**src/rtl/multi_port_scoreboard_pkg.sv**
```systemverilog
// Shared types and constants for the multi-port egress scoreboard.
package multi_port_scoreboard_pkg;

    localparam int CNT_W = 16;

    typedef enum logic [2:0] {
        NONE,
        MISMATCH,
        UNEXPECTED,
        OVERFLOW,
        TIMEOUT
    } err_code_e;

endpackage

```
**src/rtl/multi_port_scoreboard_if.sv**
```systemverilog
// Ingress/egress observation bus of the scoreboard: one ingress stream, NPORT egress streams.
interface multi_port_scoreboard_if #(
    parameter int DATA_W = 8,
    parameter int NPORT  = 4
);

    logic                       in_vld;
    logic [DATA_W-1:0]          in_data;
    logic [$clog2(NPORT)-1:0]   in_port;
    logic [NPORT-1:0]           out_vld;
    logic [NPORT*DATA_W-1:0]    out_data;

    modport master (
        output in_vld,
        output in_data,
        output in_port,
        output out_vld,
        output out_data
    );

    modport slave (
        input in_vld,
        input in_data,
        input in_port,
        input out_vld,
        input out_data
    );

endinterface

```
**src/rtl/sb_port_queue.sv**
```systemverilog
// One expected-packet FIFO with a head-of-queue age counter.
// push/pop are pre-qualified by the caller; this block never checks full/empty itself.
module sb_port_queue #(
    parameter int DATA_W  = 8,
    parameter int DEPTH   = 16,
    parameter int MAX_LAT = 64
) (
    input  logic              clk,
    input  logic              rst,
    input  logic              flush,
    input  logic              push,
    input  logic [DATA_W-1:0] wdata,
    input  logic              pop,
    output logic [DATA_W-1:0] head,
    output logic              empty,
    output logic              full,
    output logic              expired
);

    localparam int AW    = $clog2(DEPTH);
    localparam int AGE_W = $clog2(MAX_LAT + 2);
    localparam logic [AGE_W-1:0] AGE_MAX = AGE_W'(MAX_LAT + 1);

    logic [DATA_W-1:0] mem [DEPTH];
    logic [AW:0]       wr_ptr;
    logic [AW:0]       rd_ptr;
    logic [AGE_W-1:0]  age;

    // Extra MSB on each pointer separates full (MSBs differ) from empty (equal).
    assign empty   = (wr_ptr == rd_ptr);
    assign full    = (wr_ptr[AW] != rd_ptr[AW]) && (wr_ptr[AW-1:0] == rd_ptr[AW-1:0]);
    assign head    = mem[rd_ptr[AW-1:0]];
    assign expired = (age == AGE_MAX);

    always_ff @(posedge clk or posedge rst) begin
        if (rst) begin
            wr_ptr <= '0;
            rd_ptr <= '0;
        end else if (flush) begin
            wr_ptr <= '0;
            rd_ptr <= '0;
        end else begin
            if (push) wr_ptr <= wr_ptr + (AW+1)'(1);
            if (pop)  rd_ptr <= rd_ptr + (AW+1)'(1);
        end
    end

    always_ff @(posedge clk) begin
        if (push) mem[wr_ptr[AW-1:0]] <= wdata;
    end

    always_ff @(posedge clk or posedge rst) begin
        if (rst) begin
            age <= '0;
        end else if (flush || pop || empty) begin
            age <= '0;
        end else if (age != AGE_MAX) begin
            age <= age + AGE_W'(1);
        end
    end

endmodule

```
**src/rtl/multi_port_scoreboard.sv**
```systemverilog
// Multi-port scoreboard: routes ingress packets into per-port expected queues and
// checks each egress beat against the queue head, keeping sticky error state.
module multi_port_scoreboard
    import multi_port_scoreboard_pkg::*;
#(
    parameter int DATA_W  = 8,
    parameter int NPORT   = 4,
    parameter int DEPTH   = 16,
    parameter int MAX_LAT = 64
) (
    input  logic                      clk,
    input  logic                      rst,
    input  logic                      flush,
    input  logic                      err_clr,
    multi_port_scoreboard_if.slave    bus,
    output logic                      err_mismatch,
    output logic                      err_unexpected,
    output logic                      err_overflow,
    output logic                      err_timeout,
    output logic [$clog2(NPORT)-1:0]  err_port,
    output logic [CNT_W-1:0]          mismatch_cnt,
    output logic                      idle
);

    localparam int PW = $clog2(NPORT);

    logic [NPORT-1:0]  q_empty;
    logic [NPORT-1:0]  q_full;
    logic [NPORT-1:0]  q_expired;
    logic [NPORT-1:0]  push_ok;
    logic [NPORT-1:0]  pop_ok;
    logic [NPORT-1:0]  mis_vec;
    logic [NPORT-1:0]  unexp_vec;
    logic [NPORT-1:0]  ovf_vec;
    logic [DATA_W-1:0] q_head [NPORT];

    logic              err_found;
    logic [PW-1:0]     first_port;
    logic [4:0]        mis_num;
    logic              flags_any;

    function automatic err_code_e classify(input logic mis, input logic unexp,
                                           input logic ovf, input logic tmo);
        if (mis)   return MISMATCH;
        if (unexp) return UNEXPECTED;
        if (ovf)   return OVERFLOW;
        if (tmo)   return TIMEOUT;
        return NONE;
    endfunction

    function automatic logic [CNT_W-1:0] sat_add(input logic [CNT_W-1:0] a, input logic [4:0] b);
        logic [CNT_W:0] sum;
        sum = {1'b0, a} + {{(CNT_W-4){1'b0}}, b};
        return sum[CNT_W] ? {CNT_W{1'b1}} : sum[CNT_W-1:0];
    endfunction

    // Decisions use pre-push queue state, so a same-cycle push never rescues an empty-queue egress.
    for (genvar p = 0; p < NPORT; p++) begin : g_port
        logic [DATA_W-1:0] egress;
        logic              hit;

        assign egress       = bus.out_data[p*DATA_W +: DATA_W];
        assign hit          = bus.in_vld && (bus.in_port == PW'(p)) && !flush;
        assign pop_ok[p]    = bus.out_vld[p] && !q_empty[p] && !flush;
        assign push_ok[p]   = hit && (!q_full[p] || pop_ok[p]);
        assign mis_vec[p]   = pop_ok[p] && (q_head[p] != egress);
        assign unexp_vec[p] = bus.out_vld[p] && q_empty[p] && !flush;
        assign ovf_vec[p]   = hit && q_full[p] && !pop_ok[p];

        sb_port_queue #(
            .DATA_W  (DATA_W),
            .DEPTH   (DEPTH),
            .MAX_LAT (MAX_LAT)
        ) u_queue (
            .clk     (clk),
            .rst     (rst),
            .flush   (flush),
            .push    (push_ok[p]),
            .wdata   (bus.in_data),
            .pop     (pop_ok[p]),
            .head    (q_head[p]),
            .empty   (q_empty[p]),
            .full    (q_full[p]),
            .expired (q_expired[p])
        );
    end

    assign idle      = &q_empty;
    assign flags_any = err_mismatch | err_unexpected | err_overflow | err_timeout;

    // Descending scan so the lowest erring port is the last one written.
    always_comb begin
        err_found  = 1'b0;
        first_port = '0;
        mis_num    = '0;
        for (int i = NPORT - 1; i >= 0; i--) begin
            if (classify(mis_vec[i], unexp_vec[i], ovf_vec[i], q_expired[i]) != NONE) begin
                err_found  = 1'b1;
                first_port = PW'(i);
            end
            mis_num = mis_num + 5'(mis_vec[i]);
        end
    end

    always_ff @(posedge clk or posedge rst) begin
        if (rst) begin
            err_mismatch   <= 1'b0;
            err_unexpected <= 1'b0;
            err_overflow   <= 1'b0;
            err_timeout    <= 1'b0;
            err_port       <= '0;
            mismatch_cnt   <= '0;
        end else if (err_clr) begin
            err_mismatch   <= 1'b0;
            err_unexpected <= 1'b0;
            err_overflow   <= 1'b0;
            err_timeout    <= 1'b0;
            err_port       <= '0;
            mismatch_cnt   <= '0;
        end else begin
            err_mismatch   <= err_mismatch   | (|mis_vec);
            err_unexpected <= err_unexpected | (|unexp_vec);
            err_overflow   <= err_overflow   | (|ovf_vec);
            err_timeout    <= err_timeout    | (|q_expired);
            if (!flags_any && err_found) err_port <= first_port;
            mismatch_cnt   <= sat_add(mismatch_cnt, mis_num);
        end
    end

endmodule

```
**src/flat_wrapper.sv**
```systemverilog
// flat-port wrapper written by rule: the top's interface ports become plain ports
module multi_port_scoreboard_flat import multi_port_scoreboard_pkg::*;
#(
    parameter int DATA_W  = 8,
    parameter int NPORT   = 4,
    parameter int DEPTH   = 16,
    parameter int MAX_LAT = 64
)
  (clk, rst, flush, err_clr, err_mismatch, err_unexpected, err_overflow, err_timeout, err_port, mismatch_cnt, idle, bus_in_vld, bus_in_data, bus_in_port, bus_out_vld, bus_out_data);
  multi_port_scoreboard_if #(.DATA_W(DATA_W), .NPORT(NPORT)) bus_i ();
  input  logic clk;
  input  logic rst;
  input  logic flush;
  input  logic err_clr;
  output logic err_mismatch;
  output logic err_unexpected;
  output logic err_overflow;
  output logic err_timeout;
  output logic [$clog2(NPORT)-1:0] err_port;
  output logic [CNT_W-1:0] mismatch_cnt;
  output logic idle;
  input wire logic [$bits(bus_i.in_vld)-1:0] bus_in_vld;
  input wire logic [$bits(bus_i.in_data)-1:0] bus_in_data;
  input wire logic [$bits(bus_i.in_port)-1:0] bus_in_port;
  input wire logic [$bits(bus_i.out_vld)-1:0] bus_out_vld;
  input wire logic [$bits(bus_i.out_data)-1:0] bus_out_data;
  assign bus_i.in_vld = bus_in_vld;
  assign bus_i.in_data = bus_in_data;
  assign bus_i.in_port = bus_in_port;
  assign bus_i.out_vld = bus_out_vld;
  assign bus_i.out_data = bus_out_data;
  multi_port_scoreboard #(.DATA_W(DATA_W), .NPORT(NPORT), .DEPTH(DEPTH), .MAX_LAT(MAX_LAT)) u_core (.clk(clk), .rst(rst), .flush(flush), .err_clr(err_clr), .bus(bus_i), .err_mismatch(err_mismatch), .err_unexpected(err_unexpected), .err_overflow(err_overflow), .err_timeout(err_timeout), .err_port(err_port), .mismatch_cnt(mismatch_cnt), .idle(idle));
endmodule
```
**config.mk**
```make
export PLATFORM = sky130hd
export DESIGN_NAME = multi_port_scoreboard_flat
export DESIGN_NICKNAME = d
export VERILOG_FILES = /design/src/rtl/multi_port_scoreboard_pkg.sv /design/src/rtl/multi_port_scoreboard_if.sv /design/src/rtl/sb_port_queue.sv /design/src/rtl/multi_port_scoreboard.sv /design/src/flat_wrapper.sv
export SDC_FILE = /design/constraint.sdc
export NUM_CORES = 1
export LEC_CHECK = 0
export ABC_AREA = 1
export ABC_CLOCK_PERIOD_IN_PS = 6700
export CAP_MARGIN = 20
export CORE_MARGIN = 4
export CORE_UTILIZATION = 30
export DETAILED_ROUTE_END_ITERATION = 16
export PLACE_DENSITY = 0.54
export SYNTH_ARGS = -nofsm -noshare
export SYNTH_HDL_FRONTEND = slang
export SYNTH_SLANG_ARGS = --single-unit
```
**constraint.sdc**
```tcl
create_clock -name clk -period 6.7 [get_ports clk]
set_input_delay 1.005 -clock clk [delete_from_list [all_inputs] [get_ports clk]]
set_output_delay 1.005 -clock clk [all_outputs]
set_load 0.01 [all_outputs]
```
Word level (Yosys, flattened, before mapping):

Memories as Yosys holds them, arrays and structs flattened.
Index checks and enable logic that the tools add are counted.

* logic and storage cells: 286
* output and inout port bits: 23
* flip-flop bits (word level): 90
* bits in writable memories: 512
* latch bits: 0
* bits of input ports: 51
* ROM bits: 0
* memories kept: 4

* eq/ne operators: 27
* add/sub/neg operators: 16
* div/mod/pow operators: 0
* magnitude comparators: 0
* mux-type cells: 120
* shift operators: 0
* multipliers: 0
* bitwise gates (word level): 7
* reductions and logical operators: 94

Memories
* u_core.g_port[0].u_queue.mem: depth 16, bits a word 8, read ports 1, clocked after Yosys merged registers in 0, wr ports 1, line sb_port_queue.sv:24 `logic [DATA_W-1:0] mem [DEPTH];`
* u_core.g_port[1].u_queue.mem: depth 16, bits a word 8, read ports 1, clocked after Yosys merged registers in 0, wr ports 1, line sb_port_queue.sv:24
* u_core.g_port[2].u_queue.mem: depth 16, bits a word 8, read ports 1, clocked after Yosys merged registers in 0, wr ports 1, line sb_port_queue.sv:24
* u_core.g_port[3].u_queue.mem: depth 16, bits a word 8, read ports 1, clocked after Yosys merged registers in 0, wr ports 1, line sb_port_queue.sv:24

Operators by type and width (number)
* two-way mux 3 bit: 32
* two-way mux 5 bit: 16
* two-way mux 1 bit: 56
* two-way mux 7 bit: 8
* logical AND 1 bit: 45
* adder 5 x 1 -> 5 bit (second input constant): 8
* two-way mux 16 bit: 2
* inequality test 8 bit: 4
* adder 7 x 1 -> 7 bit (second input constant): 4
* equality test 7 bit (second input constant): 4
* inequality test 7 bit (second input constant): 4
* nonzero test 2 bit: 13
* equality test 5 bit: 4
* adder 16 x 5 -> 17 bit: 1
* equality test 4 bit: 4
* OR reduction 4 bit: 4
* zero test 1 bit: 14
* logical OR 1 bit: 12
* two-way mux 2 bit: 6
* nonzero test 3 bit: 4
* adder 5 x 1 -> 5 bit: 2
* OR 1 bit: 7
* equality test 2 bit (second input constant): 2
* inequality test 1 bit: 4
* 4 further kinds: 4

Logic depth before layout (Yosys ltp):

Gate-level depths: netlist (run 1).

* depth in word-level cells: 24
* gate-level depth with buffers: 36
* mapped depth without buffers: 34

Hierarchy:

From an unflattened synthesis (run 1), not the netlist that was laid out.

* cell total of the unflattened synthesis: 3078
* area total of the unflattened synthesis: 28337.2 µm²

By module, submodules not included
* sb_port_queue at u_core.g_port[0].u_queue ...: cells each 699, times used 2, sequential area each 4269.1 µm², area an instance 6603.8 µm²
* sb_port_queue at u_core.g_port[2].u_queue ...: cells each 690, times used 2, sequential area each 4269.1 µm², area an instance 6578.8 µm²
* multi_port_scoreboard: cells each 300, times used 1, sequential area each 550.5 µm², area an instance 1971.9 µm²

Worst setup path before layout (run 1):

Ideal clock, no wire load.

* path type: input to register
* start point: input flush
* end point: register u_core.mismatch_cnt[11]
* arrival: 4.382 ns
* data required time: 6.637 ns
* setup slack: 2.255 ns
* stages on the path: 23
* cells stage by stage: buf_1 nor2_1 nand2_1 inv_1 nand2_1 inv_1 ha_1 inv_1 fa_1 inv_1 ha_1 inv_1 fa_1 or2_2 a21oi_1 nand3_1 nor2_1 nand2_1 nor2_1 nand3_1 o21ai_0 o21ai_0 inv_1

* cells in the longest elaborated chain, start to end: 9

RTL lines
* start, declared: line flat_wrapper.sv:13 `input logic flush;`
* zero test 1 bit (*): line multi_port_scoreboard.sv:64 `assign pop_ok[p] = bus.out_vld[p] && !q_empty[p] && !flush;`
* logical AND 1 bit: line multi_port_scoreboard.sv:64
* logical AND 1 bit: line multi_port_scoreboard.sv:66 `assign mis_vec[p] = pop_ok[p] && (q_head[p] != egress);`
* adder 1 x 1 -> 2 bit: line multi_port_scoreboard.sv:101 `mis_num = mis_num + 5'(mis_vec[i]);`
* adder 5 x 1 -> 5 bit: line multi_port_scoreboard.sv:101
* adder 5 x 1 -> 5 bit (*): line multi_port_scoreboard.sv:101
* adder 16 x 5 -> 17 bit (*): line multi_port_scoreboard.sv:53 `sum = {1'b0, a} + {{(CNT_W-4){1'b0}}, b};`
* two-way mux 16 bit (*): line multi_port_scoreboard.sv:54 `return sum[CNT_W] ? {CNT_W{1'b1}} : sum[CNT_W-1:0];`
* two-way mux 16 bit (*): line multi_port_scoreboard.sv:113 `end else if (err_clr) begin`
* end signal, assigned: line multi_port_scoreboard.sv:126 `mismatch_cnt <= sat_add(mismatch_cnt, mis_num);`
* end, declared: line multi_port_scoreboard.sv:21 `output logic [CNT_W-1:0] mismatch_cnt,`

Mark *: on every way between the ends. The rest lies on a longest branch, timed or not.
A chain may end at the register's enable or synchronous reset.

Worst setup path after layout (run 1):

* start point: register u_core.g_port[2].u_queue.rd_ptr[0]
* end point: register u_core.mismatch_cnt[11]

* cells in the longest elaborated chain, start to end: 11

RTL lines
* start, declared: line sb_port_queue.sv:26 `logic [AW:0] rd_ptr;`
* start signal, assigned: line sb_port_queue.sv:44 `if (pop) rd_ptr <= rd_ptr + (AW+1)'(1);`
* branches (longest 4 deep; another with memory (16 x 8 bit))
* logical AND 1 bit (*): line multi_port_scoreboard.sv:66
* adder 1 x 1 -> 2 bit (*): line multi_port_scoreboard.sv:101
* adder 5 x 1 -> 5 bit (*) (2 in series): line multi_port_scoreboard.sv:101
* adder 16 x 5 -> 17 bit (*): line multi_port_scoreboard.sv:53
* two-way mux 16 bit (*): line multi_port_scoreboard.sv:54
* two-way mux 16 bit (*): line multi_port_scoreboard.sv:113

Every way passes the cells marked *.

==> impl_metrics.py, run 1 <==
metrics = {
    "timing": {
        "tightest_slew_ns": 0.967,
        "rsz0062_at_grt": "no",
        "clock_skew_ns": 0.0251,
        "finalCriticalPeriod_ns": 5.79,
        "relSlewSlack": 0.349,
        "max_freq_mhz": 173,
        "finalSetupTns_ns": 0,
        "period_share": 0.864,
        "hold_violations": 0,
        "setup_violations": 0,
        "report.final.slew_viol_count": 0,
    },
    "power": {
        "p_comb_frac": 0.074,
        "p_switching_mw": 2.00,
        "ir_worst_vdd_mv": 0.186,
        "p_per_area_nw_per_um2": 270,
        "sw_frac_of_total": 0.238,
        "clkPwrFrac": 0.436,
        "total_leakage_power_nw": 12.4,
        "internal_power_mw": 6.41,
        "sequentialPowerShare": 0.490,
    },
    "floorplanning": {
        "core-area_um2": 90100,
        "floorplan.initialDensity": 0.303,
        "die_h_um": 310,
        "die-area_um2": 96000,
        "die_width_um": 310,
        "rows": 110,
        "io_pins": 74,
    },
    "worst_setup_path": {
        "crit_path_end_kind": "register",
        "r2r_start": "u_core.g_port[2].u_queue.rd_ptr[0]$_DFFE_PP0P_",
        "timing.rr.end": "u_core.mismatch_cnt[11]$_DFF_PP0_",
        "slowest_stage": "dfrtp_2",
        "start_kind": "register",
        "crit_type": "register to register",
        "worstPathRequired_ns": 7.23,
        "r2r_slack_ns": 0.91,
        "path_max_fanout": 38,
        "crit_start": "u_core.g_port[2].u_queue.rd_ptr[0]$_DFFE_PP0P_",
        "crit_path_frequent_cell": "nand2_1",
        "reg2reg_depth": 31,
        "slowest_delay_ns": 0.76,
        "cp_data_arrival_time_ns": 6.32,
    },
    "hold_path": {
        "hold_class": "register to register",
        "whs_endpoint": "u_core.g_port[3].u_queue.wr_ptr[4]$_DFFE_PP0P_",
        "worstHoldStart": "u_core.g_port[3].u_queue.wr_ptr[4]$_DFFE_PP0P_",
        "whs_path_depth": 1,
    },
    "cts": {
        "cts_resized": 0,
        "clock_latency_ns": 0.61,
        "clk_pin_slew_ns": 0.06,
        "cts_setup_buffers": 0,
        "cts_made_buffers": 70,
        "clk_path_buf_depth": 3,
        "cts_tree": "done",
        "cts_root_buf": "clkbuf_16",
        "cts_max_level": 3,
        "cts_hold_buffers": 0,
        "clock-sinks": 602,
    },
    "synthesis": {
        "netlist_area_um2": 27300,
        "synthSimpleGateAreaFrac": 0.219,
        "yosysTopAreaCellShare": 0.563,
        "yosysTopAreaCell": "edfxtp_1",
        "synthXorXnorAreaFrac": 0.0106,
        "yosysUniqueCellTypes": 46,
        "avgSynthCellArea_um2": 9.96,
        "ys.flop_type": "edfxtp_1",
        "yosysMostFrequentCell": "nand2_1",
        "seq_area_frac_synth": 0.645,
        "ys_top_cells_by_area": "edfxtp_1 56%, nand2_1 11%, dfrtp_1 8.2%",
        "synthTopCellsByCount": "785 x nand2_1, 512 x edfxtp_1, 365 x nor2_1",
        "synth_top_family_by_area": "simple AND/OR/NAND/NOR gates",
        "synth_fa_ha_area_frac": 0.0170,
        "yosysWarnings": 0,
        "syn-num-nets": 2831,
        "synth_enable_flop_cells": 512,
        "synth_compound_area_frac": 0.0442,
        "synthMuxAreaShare": 0.000366,
        "syn_inst": 2744,
        "ys_async_sr_fraction": 0.150,
        "synth.ff_latch_count": 602,
    },
    "routing": {
        "wl_mm": 69.8,
        "drt-pass1-iter-count": 5,
        "vias": 18400,
        "drtAntennaViolNets": 0,
        "drtIter0Drc": 1367,
        "drc": 0,
        "drt-wirelength-per-cell_um": 17.3,
        "vias_per_cell": 4.56,
    },
    "grt": {
        "grt_pass1_wl_mm": 108,
        "track_usage": 0.145,
        "grt_max_degree": 83,
        "antenna_found_initial": 4,
        "grt_pass1_vias": 18000,
        "grt.overflow.total": 0,
    },
    "finish": {
        "drive_gt1_frac": 0.0646,
        "diodes": 0,
        "syn_to_final_growth_pct": 14.1,
        "fin_nets": 2896,
        "stdcell_count": 4041,
        "final_area_um2": 31200,
    },
    "placement": {
        "dpl.hpwl_mm": 41.6,
        "placed_cell_area_um2": 29000,
        "port_buffers": 73,
        "place_congestion": 0.771,
        "dp_cells": 3913,
    },
    "run": {
        "drv_cap": 0,
    },
    "status": {
        "status": "completed",
    },
}
==> power groups by stage <==
stage	registers [mW]	clock network [mW]	logic, mW
CTS	4.11	3.75	0.634
floorplan	4.18	0	0.426
detailed placement	4.19	0	0.631
global route	4.11	3.92	0.714
global placement	4.19	0	0.626
finish	4.11	3.66	0.623
==> state kept, by name, summed over array words and instances (netlist names) <==
signal and count:
u_core.err_mismatch 1, u_core.mismatch_cnt 16, u_core.err_unexpected 1, u_core.err_port 2, u_core.err_overflow 1, u_core.g_port.u_queue.mem 512
u_core.err_timeout 1, u_core.g_port.u_queue.wr_ptr 20, u_core.g_port.u_queue.age 28, u_core.g_port.u_queue.rd_ptr 20
==> layer usage <==
layer	vias to the layer above	track usage	share of wire
met5	-	0	0.00049
met4	6	0.0374	0.020
met3	114	0.0302	0.056
met2	380	0.231	0.45
met1	8727	0.204	0.47
li1	9188	-	-
==> cells in the final DEF (no fill, tap or decap), drive strengths merged, types with 4 or more instances in the layout <==
cell type and count:
nand3b 11, clkinvlp 5, edfxtp 512, o21ai 157, inv 281, nor4 4
xnor2 4, nand4 8, buf 30, a21oi 46, nand3 218, clkbuf 91
ha 34, dfrtp 90, xor2 29, a31oi 4, nand2 794, nor2 369
nor3 39, or2 7, and2 5, o211ai 12, clkdlybuf4s50 65, clkinv 27
==> per-stage QoR <==
stage | hold WS, ns | utilization | power (mW) | worst slack, ns
5_1_grt | 0.513 | 0.346 | 8.74 | 0.259
2_1_floorplan | 0.453 | - | 4.60 | 2.25
4_1_cts | 0.490 | 0.346 | 8.50 | 0.910
3_5_place_dp | 0.482 | 0.321 | 4.82 | 0.954
6_report | 0.491 | 0.346 | 8.40 | 0.911
3_3_place_gp | 0.473 | 0.321 | 4.82 | 1.02
==> cell type report <==
type	instances	area, µm²
clock inverters	37	292
clock buffers	91	1900
flip-flops and latches	602	17600
inverters	279	1060
repair buffers	95	856
fillers	8999	59000
multi-input cells	1761	7950
well taps	1176	1470
==> worst max path at each step <==
stage | to | slack (ns) | cells past startpoint
after global placement | u_core.mismatch_cnt[11]$_DFF_PP0_ | 1.02 | 33
after detailed placement | u_core.mismatch_cnt[11]$_DFF_PP0_ | 0.95 | 33
after floorplan | u_core.mismatch_cnt[11]$_DFF_PP0_ | 2.25 | 23
after global routing | u_core.mismatch_cnt[11]$_DFF_PP0_ | 0.26 | 33
final | u_core.mismatch_cnt[11]$_DFF_PP0_ | 0.91 | 31
after CTS | u_core.mismatch_cnt[13]$_DFF_PP0_ | 0.91 | 33
==> worst max-delay path, delay by kind of cell, from the launching register on <==
| kind | cells | cell delay [ns] |
|---|---|---|
| flops | 1 | 0.76 |
| buf+inv | 6 | 0.81 |
| fa+ha+maj | 4 | 1.26 |
| simple gates | 17 | 2.32 |
| compound gates | 4 | 0.55 |
==> logic make-up (layout without fill, tap and decap cells) <==
| logic type | Yosys count | after routing |
|---|---|---|
| flops | 602 | 602 |
| compound gates | 229 | 229 |
| simple gates | 1462 | 1462 |
| mux | 1 | 1 |
| xor+xnor | 33 | 33 |
| fa+ha+maj | 36 | 36 |
| buf+inv | 381 | 502 |
Note: power is estimated with default switching activity, not from simulation.
==> run 2, diff against run 1 <==
- CORE_MARGIN: 4 -> 2
==> impl_metrics.py, run 2 (synthesis results as in run 1) <==
metrics = {
    "routing": {
        "drc": 0,
        "vias_per_cell": 4.59,
        "drtIter0Drc": 1365,
        "vias": 18600,
        "drt-pass1-iter-count": 5,
        "drt-wirelength-per-cell_um": 17.1,
        "drtAntennaViolNets": 0,
        "wl_mm": 69.1,
    },
    "finish": {
        "stdcell_count": 4043,
        "drive_gt1_frac": 0.0673,
        "nFillCells": 8999,
        "diodes": 0,
        "fin_nets": 2900,
        "layout_common_cells": "785 x nand2_1, 512 x edfxtp_1, 365 x nor2_1",
        "largest_register_ffs": 512,
        "syn_to_final_growth_pct": 14.5,
        "layout_commonest_cell": "nand2_1",
    },
    "power": {
        "p_per_area_nw_per_um2": 273,
        "ir_worst_vdd_mv": 0.133,
        "finalPower_mw": 8.53,
        "total_leakage_power_nw": 12.5,
        "sw_frac_of_total": 0.234,
        "sequentialPowerShare": 0.482,
        "clkPwrFrac": 0.445,
        "p_comb_frac": 0.074,
        "internal_power_mw": 6.54,
        "p_switching_mw": 1.99,
    },
    "placement": {
        "dpl.hpwl_mm": 41.3,
        "dp_cells": 3917,
        "dp_slack_ns": 1.09,
        "place_congestion": 0.783,
        "port_buffers": 73,
    },
    "timing": {
        "clock_skew_ns": 0.0220,
        "relSlewSlack": 0.245,
        "finalWorstSetupSlack_ns": 1.03,
        "hold_violations": 0,
        "finalCriticalPeriod_ns": 5.67,
        "finalSetupTns_ns": 0,
        "rsz0062_at_grt": "no",
        "report.final.slew_viol_count": 0,
        "period_share": 0.846,
        "max_freq_mhz": 176,
        "tightest_slew_ns": 1.12,
        "setup_violations": 0,
    },
    "worst_setup_path": {
        "slowest_delay_ns": 0.58,
        "cp_data_arrival_time_ns": 6.20,
        "crit_path_end_kind": "register",
        "crit_type": "register to register",
        "worstPathRequired_ns": 7.23,
        "path_max_fanout": 69,
        "crit_path_frequent_cell": "nand2_1",
        "slowest_stage": "buf_4",
        "start_kind": "register",
    },
    "grt": {
        "grt_max_degree": 70,
        "antenna_found_initial": 4,
        "grt_pass1_vias": 18100,
        "grt_pass1_wl_mm": 107,
        "track_usage": 0.147,
        "grt.overflow.total": 0,
    },
    "floorplanning": {
        "floorplan.initialDensity": 0.303,
        "core-area_um2": 90100,
        "die_width_um": 306,
        "die-area_um2": 93500,
        "io_pins": 74,
        "rows": 110,
        "die_h_um": 306,
    },
    "status": {
        "status": "completed",
    },
    "cts": {
        "cts_setup_buffers": 0,
        "cts_resized": 0,
        "cts_made_buffers": 70,
        "clock_latency_ns": 0.61,
        "cts_hold_buffers": 0,
        "clk_path_buf_depth": 3,
        "clock-sinks": 602,
        "cts_root_buf": "clkbuf_16",
        "clk_pin_slew_ns": 0.06,
        "cts_tree": "done",
        "cts_max_level": 3,
    },
    "run": {
        "drv_cap": 0,
    },
    "hold_path": {
        "hold_class": "register to register",
    },
}
==> run 2: cell count changes in the layout (fill, tap and decap cells not counted), sizes merged <==
cell,before,now
clkinv,27,30
bufinv,3,6
clkbuf,91,88
clkinvlp,5,1
buf,30,34
inv,281,280
==> run 2: worst paths after layout <==
check,start,endpoint,slack [ns],cells after the start
max reg2reg,u_core.g_port[2].u_queue.rd_ptr[0]$_DFFE_PP0P_,u_core.mismatch_cnt[13]$_DFF_PP0_,1.03,31
max,u_core.g_port[2].u_queue.rd_ptr[0]$_DFFE_PP0P_,u_core.mismatch_cnt[13]$_DFF_PP0_,1.03,31
min,u_core.g_port[2].u_queue.wr_ptr[4]$_DFFE_PP0P_,u_core.g_port[2].u_queue.wr_ptr[4]$_DFFE_PP0P_,0.48,1
max in group asynchronous,rst,u_core.g_port[0].u_queue.rd_ptr[0]$_DFFE_PP0P_,4.70,3
min reg2reg,u_core.g_port[2].u_queue.wr_ptr[4]$_DFFE_PP0P_,u_core.g_port[2].u_queue.wr_ptr[4]$_DFFE_PP0P_,0.48,1
min in group asynchronous,rst,u_core.mismatch_cnt[10]$_DFF_PP0_,0.72,2
==> run 2: area by class of cell <==
cell class                 count  area, µm²  area share
clock buffer                  88       1910      0.0612
clock inverter                38        360      0.0115
inverter                     279       1060      0.0340
multi-input combinational   1761       7950       0.254
sequential                   602      17600       0.564
tap                         1176       1470      0.0470
timing repair buffer          99        886      0.0283
==> run 2: routing by layer <==
metal / track usage / vias to the layer above / share of wire
li1: - / 9190 / -
met1: 0.201 / 8904 / 0.47
met2: 0.239 / 364 / 0.46
met3: 0.0277 / 98 / 0.048
met4: 0.0379 / 6 / 0.019
met5: 0 / - / 0.00059
==> run 2: worst max-delay path, delay by kind of cell (launching register included) <==
family	cells	cell delay [ns]
compound gates	4	0.53
flops	1	0.38
simple gates	17	2.42
fa+ha+maj	4	1.28
buf+inv	6	0.93
==> run 2: through the flow <==
step                      instance area, µm²  utilization  hold slack (ns)
after floorplan                        27300            -            0.453
after global placement                 29000        0.322            0.473
after detailed placement               29000        0.322            0.480
after CTS                              31300        0.347            0.487
after global routing                   31300        0.347            0.509
final                                  31300        0.347            0.482
==> run 2: power by group through the flow <==
stage / sequential [mW] / clock, mW / combinational [mW]
floorplan: 4.18 / 0 / 0.426
global placement: 4.18 / 0 / 0.638
detailed placement: 4.18 / 0 / 0.638
CTS: 4.11 / 3.88 / 0.641
global route: 4.11 / 4.02 / 0.718
finish: 4.11 / 3.79 / 0.629
